==> config.mk <==
export PLATFORM = sky130hd
export DESIGN_NAME = axi_atomics_aw_w_arbiter
export DESIGN_NICKNAME = d
export VERILOG_FILES = /design/src/rtl/axi_atomics_aw_w_arbiter.sv
export SDC_FILE = /design/constraint.sdc
export NUM_CORES = 1
export LEC_CHECK = 0
export CAP_MARGIN = 20
export CORE_AREA = 2 2 217 219
export DETAILED_ROUTE_END_ITERATION = 7
export DIE_AREA = 0 0 219 221
export PLACE_DENSITY = 0.37
export SLEW_MARGIN = 20
export SYNTH_ARGS = -nofsm -noshare
export SYNTH_HDL_FRONTEND = slang
export SYNTH_SLANG_ARGS = --single-unit
==> constraint.sdc <==
create_clock -name clk_i -period 2.5 [get_ports clk_i]
set_clock_uncertainty 0.15 [all_clocks]
set_input_delay 0.375 -clock clk_i [delete_from_list [all_inputs] [get_ports clk_i]]
set_output_delay 0.375 -clock clk_i [all_outputs]
set_load 0.005 [all_outputs]
==> src/rtl/axi_atomics_aw_w_arbiter.sv <==
// Write-side arbiter ahead of the atomics adapter: round-robin AW, W locked to AW order
// through a FIFO of grant indices, B routed back by the index prefixed to the ID.
module axi_atomics_aw_w_arbiter #(
  parameter int unsigned NUM_SLV        = 2,
  parameter int unsigned AXI_ID_WIDTH   = 4,
  parameter int unsigned AXI_DATA_WIDTH = 64,
  parameter int unsigned AW_PLD_WIDTH   = 96,
  parameter int unsigned W_FIFO_DEPTH   = 4,
  localparam int unsigned IDX_W  = $clog2(NUM_SLV),
  localparam int unsigned STRB_W = AXI_DATA_WIDTH / 8
) (
  input  logic                              clk_i,
  input  logic                              rst_ni,
  input  logic [NUM_SLV-1:0]                slv_aw_valid_i,
  output logic [NUM_SLV-1:0]                slv_aw_ready_o,
  input  logic [NUM_SLV*AXI_ID_WIDTH-1:0]   slv_aw_id_i,
  input  logic [NUM_SLV*AW_PLD_WIDTH-1:0]   slv_aw_pld_i,
  input  logic [NUM_SLV-1:0]                slv_w_valid_i,
  output logic [NUM_SLV-1:0]                slv_w_ready_o,
  input  logic [NUM_SLV*AXI_DATA_WIDTH-1:0] slv_w_data_i,
  input  logic [NUM_SLV*STRB_W-1:0]         slv_w_strb_i,
  input  logic [NUM_SLV-1:0]                slv_w_last_i,
  output logic [NUM_SLV-1:0]                slv_b_valid_o,
  input  logic [NUM_SLV-1:0]                slv_b_ready_i,
  output logic [NUM_SLV*AXI_ID_WIDTH-1:0]   slv_b_id_o,
  output logic [NUM_SLV*2-1:0]              slv_b_resp_o,
  output logic                              mst_aw_valid_o,
  input  logic                              mst_aw_ready_i,
  output logic [AXI_ID_WIDTH+IDX_W-1:0]     mst_aw_id_o,
  output logic [AW_PLD_WIDTH-1:0]           mst_aw_pld_o,
  output logic                              mst_w_valid_o,
  input  logic                              mst_w_ready_i,
  output logic [AXI_DATA_WIDTH-1:0]         mst_w_data_o,
  output logic [STRB_W-1:0]                 mst_w_strb_o,
  output logic                              mst_w_last_o,
  input  logic                              mst_b_valid_i,
  output logic                              mst_b_ready_o,
  input  logic [AXI_ID_WIDTH+IDX_W-1:0]     mst_b_id_i,
  input  logic [1:0]                        mst_b_resp_i
);

  localparam int unsigned PTR_W = (W_FIFO_DEPTH > 1) ? $clog2(W_FIFO_DEPTH) : 1;
  localparam int unsigned CNT_W = $clog2(W_FIFO_DEPTH + 1);
  localparam int unsigned MID_W = AXI_ID_WIDTH + IDX_W;

  logic [IDX_W-1:0] rr_ptr_q, rr_ptr_d;
  logic [IDX_W-1:0] aw_idx_q, aw_idx_d;
  logic             aw_lock_q, aw_lock_d;
  logic [IDX_W-1:0] fifo_mem_q [W_FIFO_DEPTH];
  logic [IDX_W-1:0] fifo_mem_d [W_FIFO_DEPTH];
  logic [PTR_W-1:0] wr_ptr_q, wr_ptr_d, rd_ptr_q, rd_ptr_d;
  logic [CNT_W-1:0] cnt_q, cnt_d;

  logic [IDX_W-1:0] gnt_idx, cand, w_head, b_idx;
  logic             gnt_vld, fifo_full, fifo_empty, aw_hs, w_pop, b_in_range;

  assign fifo_full  = (cnt_q == CNT_W'(W_FIFO_DEPTH));
  assign fifo_empty = (cnt_q == '0);

  // Descending scan so the candidate closest to rr_ptr is the one left standing.
  always_comb begin
    gnt_idx = aw_idx_q;
    gnt_vld = 1'b0;
    cand    = '0;
    if (aw_lock_q) begin
      gnt_vld = slv_aw_valid_i[aw_idx_q];
    end else begin
      for (int k = NUM_SLV - 1; k >= 0; k--) begin
        cand = IDX_W'((int'(rr_ptr_q) + k) % NUM_SLV);
        if (slv_aw_valid_i[cand]) begin
          gnt_idx = cand;
          gnt_vld = 1'b1;
        end
      end
    end
  end

  always_comb begin
    mst_aw_valid_o          = rst_ni & gnt_vld & ~fifo_full;
    aw_hs                   = mst_aw_valid_o & mst_aw_ready_i;
    slv_aw_ready_o          = '0;
    slv_aw_ready_o[gnt_idx] = aw_hs;
    mst_aw_id_o             = {gnt_idx, slv_aw_id_i[gnt_idx*AXI_ID_WIDTH +: AXI_ID_WIDTH]};
    mst_aw_pld_o            = slv_aw_pld_i[gnt_idx*AW_PLD_WIDTH +: AW_PLD_WIDTH];
  end

  always_comb begin
    w_head                = fifo_mem_q[rd_ptr_q];
    mst_w_valid_o         = rst_ni & ~fifo_empty & slv_w_valid_i[w_head];
    mst_w_data_o          = slv_w_data_i[w_head*AXI_DATA_WIDTH +: AXI_DATA_WIDTH];
    mst_w_strb_o          = slv_w_strb_i[w_head*STRB_W +: STRB_W];
    mst_w_last_o          = slv_w_last_i[w_head];
    slv_w_ready_o         = '0;
    slv_w_ready_o[w_head] = rst_ni & ~fifo_empty & mst_w_ready_i;
    w_pop                 = mst_w_valid_o & mst_w_ready_i & mst_w_last_o;
  end

  // Out-of-range prefixes are sunk so the adapter can never stall on them.
  always_comb begin
    b_idx         = mst_b_id_i[MID_W-1 -: IDX_W];
    b_in_range    = (32'(b_idx) < NUM_SLV);
    slv_b_valid_o = '0;
    if (b_in_range) slv_b_valid_o[b_idx] = rst_ni & mst_b_valid_i;
    mst_b_ready_o = rst_ni & (b_in_range ? slv_b_ready_i[b_idx] : 1'b1);
    slv_b_id_o    = {NUM_SLV{mst_b_id_i[AXI_ID_WIDTH-1:0]}};
    slv_b_resp_o  = {NUM_SLV{mst_b_resp_i}};
  end

  always_comb begin
    rr_ptr_d   = rr_ptr_q;
    aw_lock_d  = aw_lock_q;
    aw_idx_d   = aw_idx_q;
    fifo_mem_d = fifo_mem_q;
    wr_ptr_d   = wr_ptr_q;
    rd_ptr_d   = rd_ptr_q;
    if (aw_hs) begin
      rr_ptr_d             = IDX_W'((int'(gnt_idx) + 1) % NUM_SLV);
      aw_lock_d            = 1'b0;
      fifo_mem_d[wr_ptr_q] = gnt_idx;
      wr_ptr_d = (wr_ptr_q == PTR_W'(W_FIFO_DEPTH - 1)) ? '0 : wr_ptr_q + PTR_W'(1);
    end else if (mst_aw_valid_o) begin
      aw_lock_d = 1'b1;
      aw_idx_d  = gnt_idx;
    end
    if (w_pop) begin
      rd_ptr_d = (rd_ptr_q == PTR_W'(W_FIFO_DEPTH - 1)) ? '0 : rd_ptr_q + PTR_W'(1);
    end
    cnt_d = cnt_q + CNT_W'(aw_hs) - CNT_W'(w_pop);
  end

  always_ff @(posedge clk_i) begin
    if (!rst_ni) begin
      rr_ptr_q  <= '0;
      aw_lock_q <= 1'b0;
      wr_ptr_q  <= '0;
      rd_ptr_q  <= '0;
      cnt_q     <= '0;
    end else begin
      rr_ptr_q  <= rr_ptr_d;
      aw_lock_q <= aw_lock_d;
      wr_ptr_q  <= wr_ptr_d;
      rd_ptr_q  <= rd_ptr_d;
      cnt_q     <= cnt_d;
    end
  end

  always_ff @(posedge clk_i) begin
    aw_idx_q   <= aw_idx_d;
    fifo_mem_q <= fifo_mem_d;
  end

  a_no_push_full:  assert property (@(posedge clk_i) disable iff (!rst_ni) !(aw_hs && fifo_full));
  a_no_pop_empty:  assert property (@(posedge clk_i) disable iff (!rst_ni) !(w_pop && fifo_empty));
  a_locked_stable: assert property (@(posedge clk_i) disable iff (!rst_ni)
                                    aw_lock_q |-> slv_aw_valid_i[aw_idx_q]);
  a_b_idx_range:   assert property (@(posedge clk_i) disable iff (!rst_ni)
                                    mst_b_valid_i |-> b_in_range);

endmodule

==> results_dict.tcl <==
set metrics [dict create \
    status "finished, violations left" \
    violations "setup timing" \
    p_leak_nw 4.20 \
    grt_overflow_total 0 \
    hold_buffers 0 \
    grt_antenna_before_repair 15 \
    end_kind "flop" \
    drive_gt1_share_pct 46.9 \
    synth_cells 288 \
    ir_drop_mv 0.140 \
    wire_per_inst_um 22.3 \
    worstMarginPinSlew_ps 349 \
    n_fill_cell 5122 \
    hold_depth 2 \
    grt_pass1_wl_um 43200 \
    fin_crit_sh_pct 116 \
    worstPathArrival_ps 2900 \
    die_w_um 219 \
    drtIter0Drc 115 \
    track_usage_pct 13.0 \
    dpl_cell_area_mm2 0.00925 \
    htree_levels 1 \
    synth_top_family_by_area "multiplexers" \
    crit_path_max_incr_delay_ps 670 \
    ff2ff_setup_slack_ps -410 \
    io_pins 559 \
    finalInstanceArea_mm2 0.0101 \
    initial_utilization_pct 6.47 \
    synthDistinctLibCells 33 \
    path_delay_family "multiplexers" \
    final_antenna_net_count 0 \
    wl_um 33500 \
    period_minus_slack_ps 2910 \
    drc 0 \
    cts_tree "yes" \
    fin_ws_ps -406 \
    cp_slowest_cell "mux4_4" \
    synth_xor_area_share_pct 0.588 \
    gp_congestion 0.766 \
    grt_max_degree 20 \
    r2r-start "rd_ptr_q[0]$_SDFFE_PN0P_" \
    nets 1263 \
    synth.cell_area_mm2 0.00298 \
    synthSimpleGateAreaFrac_pct 5.67 \
    syn_to_final_growth_pct 237 \
    min_path_type "reg2reg" \
    clockBufferDepth 2 \
    port_buffers 540 \
    synth-adder-area-share_pct 3.61 \
    numCtsBuffers 3 \
    ys_ff_latch 14 \
    grt_pass1_vias 5393 \
    hp-start "wr_ptr_q[1]$_SDFFE_PN0P_" \
    final_max_slew_viol_count 0 \
    worst-path-buf-inv 3 \
    path_clk_slew_ps 50 \
    yosysSeqAreaShare_pct 11.1 \
    vias 4889 \
    fp.dieArea_mm2 0.0484 \
    yosysWarningCount 0 \
    r2r_end "cnt_q[1]$_SDFF_PN0_" \
    syn_nets 660 \
    crit_chain "mux4_4 -> buf_6 -> buf_6 -> mux2_4 -> nor2_4 -> ha_4 -> inv_2 -> ha_4 -> fa_2 -> and2_4" \
    cts_sinks 14 \
    cp_max_fo 3 \
    core_area_mm2 0.0461 \
    firstDrtPassIters 4 \
    die_h_um 221 \
    finalSetupViolCount 78 \
    rsz0062_at_grt "true" \
    r2r_cells 10 \
    insertion_delay_ps 240 \
    start_kind "flop" \
    finalHoldViolCount 0 \
    synth_area_per_cell_um2 10.3 \
    relSlewSlack_pct 76.7 \
    p_per_area_mw_per_mm2 296 \
    synth-compound-area-share_pct 2.31 \
    min_to "wr_ptr_q[1]$_SDFFE_PN0P_" \
    cp.required_ps 2490 \
    synth_mux_area_share_pct 68.0 \
    critical_path_class "reg2reg" \
    final_core_util_pct 21.8 \
    power.total_mw 2.97 \
    crit_cells 10 \
    cap_violations 0 \
    viasPerCell 3.25 \
    core.rowCount 79 \
    clock-root-buffer "clkbuf_16" \
    clock.fmax_mhz 344 \
    dpl.hpwl_um 28000 \
]
[synthesized netlist by cell type (all sizes together)]
cell | n | area share, %
nor3 | 3 | 0.50
buf | 31 | 7.3
a2111o | 1 | 0.38
xnor2 | 2 | 0.59
or3 | 1 | 0.21
nor3b | 1 | 0.25
nor2 | 8 | 1.1
edfxtp | 5 | 5.0
fa | 1 | 0.67
o21ai | 2 | 0.34
mux2 | 174 | 66
and3 | 5 | 1.0
mux2i | 4 | 1.3
nand2 | 7 | 0.88
clkbuf | 2 | 0.29
mux4 | 1 | 0.76
nand3 | 1 | 0.17
and2 | 3 | 0.63
o211ai | 1 | 0.25
o41ai | 1 | 0.29
a211oi | 1 | 0.25
nor2b | 3 | 0.63
ha | 7 | 2.9
a21oi | 3 | 0.50
dfxtp | 9 | 6.0
nand3b | 1 | 0.25
inv | 9 | 1.1
o2bb2ai | 1 | 0.29
[what timing repair did]
| action | CTS | global route |
|---|---|---|
| setup buffers | 36 | 18 |
| gates resized for setup | 466 | 201 |
| pin swaps | 7 | 8 |
| cloned | 10 | 3 |
| endpoints found under the setup margin | 183 | 148 |
[power by group]
part           internal, mW  total, mW  switching [mW]
clock network         0.212      0.309          0.0969
registers             0.256      0.273          0.0167
logic                  1.59       2.39           0.796
[per-stage QoR]
stage               cells  setup WS [ps]  hold slack (ps)  setup TNS (ps)
global route         1505           -477              369          -17090
detailed placement   1433           -570              351          -62880
global placement     1433           -616              341          -68210
floorplan             288          -43.0              301           -43.0
CTS                  1482           -442              357          -16660
finish               1506           -406              356          -12250
[registers in the layout (all words and copies together), names as in the netlist]
register    cells
rr_ptr_q        1
wr_ptr_q        2
aw_lock_q       1
rd_ptr_q        2
fifo_mem_q      4
cnt_q           3
aw_idx_q        1
[cells by family (layout without fill, tap and decap cells)]
family,count (synthesis),count (layout)
other,0,9
buffers and inverters,42,644
XOR/XNOR,2,2
multiplexers,179,179
AO/OA/AOI/OAI,10,10
adder cells (fa/ha/maj),8,8
AND/OR/NAND/NOR,33,33
flip-flops,14,14
[worst max path at each step]
stage                                   from             endpoint  slack [ps]
global placement           slv_aw_valid_i[0]     mst_aw_pld_o[78]        -620
detailed placement         slv_aw_valid_i[0]     mst_aw_pld_o[78]        -570
global route        rd_ptr_q[0]$_SDFFE_PN0P_  cnt_q[1]$_SDFF_PN0_        -480
floorplan           rd_ptr_q[0]$_SDFFE_PN0P_  cnt_q[1]$_SDFF_PN0_         -40
finish              rd_ptr_q[0]$_SDFFE_PN0P_  cnt_q[1]$_SDFF_PN0_        -410
CTS                 rd_ptr_q[0]$_SDFFE_PN0P_  cnt_q[1]$_SDFF_PN0_        -440
[final cells by class]
cell class	instances	area [um2]	share of cell area, %
Clock buffer	3	75.1	0.747
Sequential cell	14	335	3.34
Antenna cell	9	22.5	0.224
Timing Repair Buffer	631	6220	61.9
Clock inverter	1	3.75	0.0373
Inverter	9	37.5	0.373
Multi-Input combinational cell	232	2600	25.8
Tap cell	607	759	7.56
[metal layers]
metal | vias up | part of all wire (%) | global-route usage, %
li1 | 2265 | - | -
met1 | 2236 | 31 | 11.4
met2 | 361 | 56 | 26.5
met3 | 25 | 10 | 4.84
met4 | 2 | 2.0 | 3.71
met5 | - | 0.036 | 0
[tightest hold or removal path: cells and delay by family (launching register included)]
family           cells  cell delay, ps
AO/OA/AOI/OAI        1              50
AND/OR/NAND/NOR      1              70
flip-flops           1             340
[placed cells by master (no fill, tap or decap), types with 7 or more instances in the layout]
| cell | netlist | layout |
|---|---|---|
| dfxtp_1 | 9 | 7 |
| inv_1 | 9 | 7 |
| nand2_1 | 7 | 7 |
| mux2_4 | 1 | 27 |
| diode_2 | 0 | 9 |
| clkdlybuf4s15_1 | 0 | 20 |
| buf_16 | 0 | 9 |
| mux2_2 | 173 | 147 |
| buf_4 | 13 | 38 |
| buf_2 | 13 | 25 |
| clkbuf_2 | 1 | 69 |
| dlymetal6s2s_1 | 0 | 7 |
| buf_8 | 0 | 10 |
| buf_12 | 0 | 15 |
| clkdlybuf4s50_1 | 0 | 354 |
| dlygate4sd2_1 | 0 | 29 |
| buf_6 | 5 | 49 |
(Power assumes the default switching activity.)
